### src/rtl/gcd_engine.sv
// Subtractive-Euclid GCD engine with valid/ready operand and result handshakes.
// Define GCD_ITER_COUNT_EN to add the iteration counter and its iter_o port.
module gcd_engine #(
   parameter int unsigned WIDTH = 16,
   parameter int unsigned CNT_W = 16
) (
   input  logic             clk_i,
   input  logic             reset_i,
   input  logic             enable_i,
   input  logic             in_valid_i,
   output logic             in_ready_o,
   input  logic [WIDTH-1:0] a_i,
   input  logic [WIDTH-1:0] b_i,
   output logic             out_valid_o,
   input  logic             out_ready_i,
   output logic [WIDTH-1:0] gcd_o,
   output logic             flag_init_o,
   output logic             flag_compute_o,
   output logic             flag_finish_o
`ifdef GCD_ITER_COUNT_EN
   ,
   output logic [CNT_W-1:0] iter_o
`endif
);

   localparam logic [1:0] S_INIT    = 2'd0;
   localparam logic [1:0] S_COMPUTE = 2'd1;
   localparam logic [1:0] S_FINISH  = 2'd2;

   logic [1:0]       state_q, state_d;
   logic [WIDTH-1:0] a_q, a_d;
   logic [WIDTH-1:0] b_q, b_d;
   logic [WIDTH-1:0] gcd_q, gcd_d;
   logic             accept;
   logic             release_res;
   logic             term;

   assign in_ready_o  = enable_i & (state_q == S_INIT);
   assign accept      = in_valid_i & in_ready_o;
   assign out_valid_o = (state_q == S_FINISH);
   assign release_res = out_valid_o & out_ready_i & enable_i;
   assign term        = (a_q == '0) | (b_q == '0) | (a_q == b_q);
   assign gcd_o       = gcd_q;

   // Any encoding other than COMPUTE/FINISH reads as INIT so one flag is always high.
   assign flag_compute_o = (state_q == S_COMPUTE);
   assign flag_finish_o  = (state_q == S_FINISH);
   assign flag_init_o    = ~(flag_compute_o | flag_finish_o);

   always_comb begin
      state_d = state_q;
      a_d     = a_q;
      b_d     = b_q;
      gcd_d   = gcd_q;
      case (state_q)
         S_INIT: begin
            if (accept) begin
               a_d     = a_i;
               b_d     = b_i;
               state_d = S_COMPUTE;
            end
         end
         S_COMPUTE: begin
            if (term) begin
               gcd_d   = (a_q == '0) ? b_q : a_q;
               state_d = S_FINISH;
            end else if (a_q > b_q) begin
               a_d = a_q - b_q;
            end else begin
               b_d = b_q - a_q;
            end
         end
         S_FINISH: begin
            if (release_res) begin
               state_d = S_INIT;
            end
         end
         default: state_d = S_INIT;
      endcase
   end

   always_ff @(posedge clk_i) begin
      if (reset_i) begin
         state_q <= S_INIT;
         a_q     <= '0;
         b_q     <= '0;
         gcd_q   <= '0;
      end else if (enable_i) begin
         state_q <= state_d;
         a_q     <= a_d;
         b_q     <= b_d;
         gcd_q   <= gcd_d;
      end
   end

`ifdef GCD_ITER_COUNT_EN
   logic [CNT_W-1:0] iter_q, iter_d;

   always_comb begin
      iter_d = iter_q;
      if (accept) begin
         iter_d = '0;
      end else if (state_q == S_COMPUTE && !(&iter_q)) begin
         iter_d = iter_q + CNT_W'(1);
      end
   end

   always_ff @(posedge clk_i) begin
      if (reset_i) begin
         iter_q <= '0;
      end else if (enable_i) begin
         iter_q <= iter_d;
      end
   end

   assign iter_o = iter_q;
`endif

endmodule

### config.mk
export PLATFORM = sky130hd
export DESIGN_NAME = gcd_engine
export DESIGN_NICKNAME = d
export VERILOG_FILES = /design/src/rtl/gcd_engine.sv
export SDC_FILE = /design/constraint.sdc
export NUM_CORES = 1
export LEC_CHECK = 0
export ABC_AREA = 1
export BUFFER_PORTS_ARGS = -buffer_cell sky130_fd_sc_hd__buf_2
export CAP_MARGIN = 5
export CORE_ASPECT_RATIO = 0.75
export CORE_MARGIN = 4
export CORE_UTILIZATION = 60
export CTS_CLUSTER_SIZE = 28
export DETAILED_ROUTE_END_ITERATION = 6
export PLACE_DENSITY = 0.82
export SLEW_MARGIN = 20
export SYNTH_ARGS = -nofsm -noshare
export SYNTH_HDL_FRONTEND = slang
export SYNTH_SLANG_ARGS = --single-unit
### constraint.sdc
create_clock -name clk_i -period 2.58 [get_ports clk_i]
set_clock_uncertainty 0.05 [all_clocks]
set_input_delay 0.129 -clock clk_i [delete_from_list [all_inputs] [get_ports clk_i]]
set_output_delay 0.129 -clock clk_i [all_outputs]
set_load 0.005 [all_outputs]
==> key figures <==
Layout
  – Filler Cells Inserted: 685
  – Signed area change from the synthesized netlist to the final layout: 11.6%
  – Proportion of layout cells with a drive suffix above 1: 14.7%
  – Commonest cells after routing, fill and taps aside: 258 x sky130_fd_sc_hd__nand2_1, 135 x sky130_fd_sc_hd__inv_1, 91 x sky130_fd_sc_hd__nor2_1, 57 x sky130_fd_sc_hd__buf_2
  – Commonest non-fill, non-tap cell in the layout: sky130_fd_sc_hd__nand2_1
  – Final-stage net count: 929
  – Area of the multi-input gates: 2970 sq um
  – Ant diodes: 0
  – Area taken by flip-flops and latches: 1000 sq um

Flow run
  – Maximum capacitance violations: 0

STA
  – F_max: 421 MHz
  – Final TNS setup: 0 ps
  – Count of final max-slew check failures: 0
  – Hold violation total from the final report: 0
  – RSZ-0062 raised after global routing: no
  – Worst rel slew slack: 45.4%
  – Final worst path period share: 92.1%
  – Setup-failing EPs final: 0
  – Final worst slack: 204 ps
  – Worst hold slack: 78.7 ps
  – Final min period: 2380 ps
  – Worst-Margin Slew: 818 ps

Critical path
  – Critical path buffer and inverter count: 3
  – Critical path fanouts, max: 26
  – Slowest cell on the critical path: sky130_fd_sc_hd__dfxtp_1
  – Family with the most delay on the worst path: simple AND/OR/NAND/NOR gates
  – Worst path required time: 2800 ps
  – CP Class: reg2reg
  – Flop-to-flop setup slack: 200 ps
  – Critical Path Start Type: flop
  – Arrival time of the worst setup path: 2590 ps
  – Critical path capture point type: flop
  – Cell-by-cell listing of the critical path: inv_1, ha_1, nand2_1, inv_2, nand2_2, nor2_2, nand2_4, nand3_4, a21oi_4, nand2_8, inv_1, nor2_1, nor2_1
  – Critical path's largest stage delay: 380 ps

Die
  – Area of the die: 9170 sq um
  – Total core area: 7400 sq um
  – Initial core utilization: 62.3%
  – Die width: 109 um
  – Number of I/O pins: 58
  – Floorplan die height: 83.9 um
  – Standard-cell row count: 27

Detailed routing
  – Final antenna-violating net count: 0
  – Post-detailed-route via-to-cell ratio: 5.28
  – Wirelength per Cell: 14.7 um
  – Vias: 5055
  – Post-Route WL: 14000 um
  – Residual DRC: 0
  – Total iterations of the first detailed-routing run: 7
  – DRC marker count from the first detailed-route iteration: 400

Clocking
  – Maximum buffer depth of the clock tree: 2
  – Number of buffers inserted by post-CTS setup repair: 0
  – Clock tree from TritonCTS: done
  – CTS clk-pin slew, worst paths: 110 ps
  – CTS sink count: 50
  – Number of levels in the clock H-tree: 2
  – Clock root cell: sky130_fd_sc_hd__clkbuf_8
  – Clock latency on the worst-skew pair: 330 ps
  – Inserted Clock Buffers: 5

Global routing
  – Overflow left after global routing: 0
  – Combined global-route utilization of all metal layers: 31.3%
  – Number of global-route vias before repair: 4763
  – Initial antenna violation count: 0
  – Pin count of the biggest net entering global routing: 33
  – Global-route wire length before repair: 22800 um

Logic synthesis
  – Synthesized netlist net count: 874
  – Number of unique standard cell types used by synthesis: 28
  – Synthesized netlist cell count: 800
  – Post-synthesis cell area: 4610 sq um
  – Sequential fraction of the synthesis area: 21.7%
  – Count of yosys warnings during synthesis: 0
  – Mean Syn Cell Area: 5.76 sq um
  – Flops & latches, synth: 50

Pwr
  – Leakage power total: 2.95 nW
  – Max IR drop VDD: 0.000473 V
  – Total Power: 4.41 mW
  – Pwr per Cell Area: 856 nW/um^2

Placement
  – Routability congestion estimate: 1.05
  – HPWL after detailed placement: 11100 um
  – IO buf count: 57
  – Post-place setup slack: 99.4 ps

Worst hold path
  – Classification of the worst-slack hold path: in2reg

Run status
  – Run status: complete, no violations
routing by layer:
layer | routed length (um) | track usage (%)
met5 | 0 | 0
met4 | 561 | 12.5
met3 | 1420 | 5.88
met2 | 5560 | 45.0
met1 | 6500 | 45.6
layout make-up:
type	instances	share of cell area (%)
clock inverters	3	0.851
well taps	101	2.45
multi-input cells	584	57.6
flip-flops and latches	50	19.5
repair buffers	71	7.87
clock buffers	5	1.34
inverters	143	10.4
stage by stage:
stage,utilization (%),instance area (sq um),std cells
floorplan,-,4610,800
global placement,67.7,5010,948
detailed placement,67.7,5010,948
CTS,69.3,5130,957
global route,69.6,5150,957
finish,69.6,5150,957
cells in the mapped netlist:
library cell               instances  share of area (%)
sky130_fd_sc_hd__buf_2             5               0.54
sky130_fd_sc_hd__xor2_1           10                1.9
sky130_fd_sc_hd__dfxtp_1          50                 22
sky130_fd_sc_hd__fa_1              2               0.87
sky130_fd_sc_hd__a21oi_1          41                4.4
sky130_fd_sc_hd__clkbuf_1         12               0.98
sky130_fd_sc_hd__ha_1             35                9.5
sky130_fd_sc_hd__a21oi_4           1               0.35
sky130_fd_sc_hd__nor2_1           91                7.4
sky130_fd_sc_hd__nor2_2            4               0.54
sky130_fd_sc_hd__nand3_4           1               0.38
sky130_fd_sc_hd__inv_1           135                 11
sky130_fd_sc_hd__o21ai_0          49                5.3
sky130_fd_sc_hd__or2_2             2               0.27
sky130_fd_sc_hd__and2_1            1               0.14
sky130_fd_sc_hd__nand2_4           6                1.5
sky130_fd_sc_hd__buf_4             3               0.49
sky130_fd_sc_hd__inv_2             8               0.65
sky130_fd_sc_hd__nand2_2          23                3.1
sky130_fd_sc_hd__nand3_2           1               0.22
sky130_fd_sc_hd__nand3_1          44                4.8
sky130_fd_sc_hd__buf_6             3               0.73
sky130_fd_sc_hd__nor2_4            1               0.24
sky130_fd_sc_hd__o211ai_1          1               0.16
sky130_fd_sc_hd__nand3b_1          4               0.65
sky130_fd_sc_hd__nand2_1         258                 21
sky130_fd_sc_hd__nor3_1            2               0.22
sky130_fd_sc_hd__nand4_1           7               0.95
cell families after synthesis:
family,share of synthesized area (%)
AO/OA/AOI/OAI,10.3
flip-flops,21.7
XOR/XNOR,1.90
adder cells (fa/ha/maj),10.4
AND/OR/NAND/NOR,41.4
buffers and inverters,14.4
flip-flops by register name, summed over array words and instances (netlist names):
register	flops
gcd_o	16
state_q	2
b_q	16
a_q	16
timing repair:
item,4_1_cts,5_1_grt
setup endpoints to repair,0,17
endpoints found under the hold margin,1,0
hold buffers,1,0
gates resized for setup,0,3
worst reg2reg max path, stage by stage (launching register included):
cell	delay [ps]
sky130_fd_sc_hd__dfxtp_1	380
sky130_fd_sc_hd__inv_1	90
sky130_fd_sc_hd__ha_1	370
sky130_fd_sc_hd__nand2_1	180
sky130_fd_sc_hd__inv_2	70
sky130_fd_sc_hd__nand2_2	60
sky130_fd_sc_hd__nor2_2	50
sky130_fd_sc_hd__nand2_4	80
sky130_fd_sc_hd__nand3_4	90
sky130_fd_sc_hd__a21oi_4	350
sky130_fd_sc_hd__nand2_8	220
sky130_fd_sc_hd__inv_1	170
sky130_fd_sc_hd__nor2_1	50
sky130_fd_sc_hd__nor2_1	100
where the power goes:
group,total (mW),internal (mW),switching (mW)
Clock,0.602,0.292,0.311
Sequential,0.973,0.875,0.0983
Combinational,2.83,0.924,1.91
Total,4.41,2.09,2.32
worst paths after layout:
path | start | end | depth (start not counted)
worst max-delay path | a_q[5]$_SDFFE_PP0P_ | b_q[0]$_SDFFE_PP0P_ | 13
worst min-delay path | b_i[7] | b_q[7]$_SDFFE_PP0P_ | 5
worst max register to register | a_q[5]$_SDFFE_PP0P_ | b_q[0]$_SDFFE_PP0P_ | 13
worst min register to register | gcd_o[15]$_SDFFE_PP0P_ | gcd_o[15]$_SDFFE_PP0P_ | 2
Note: power is estimated with default switching activity, not from simulation.
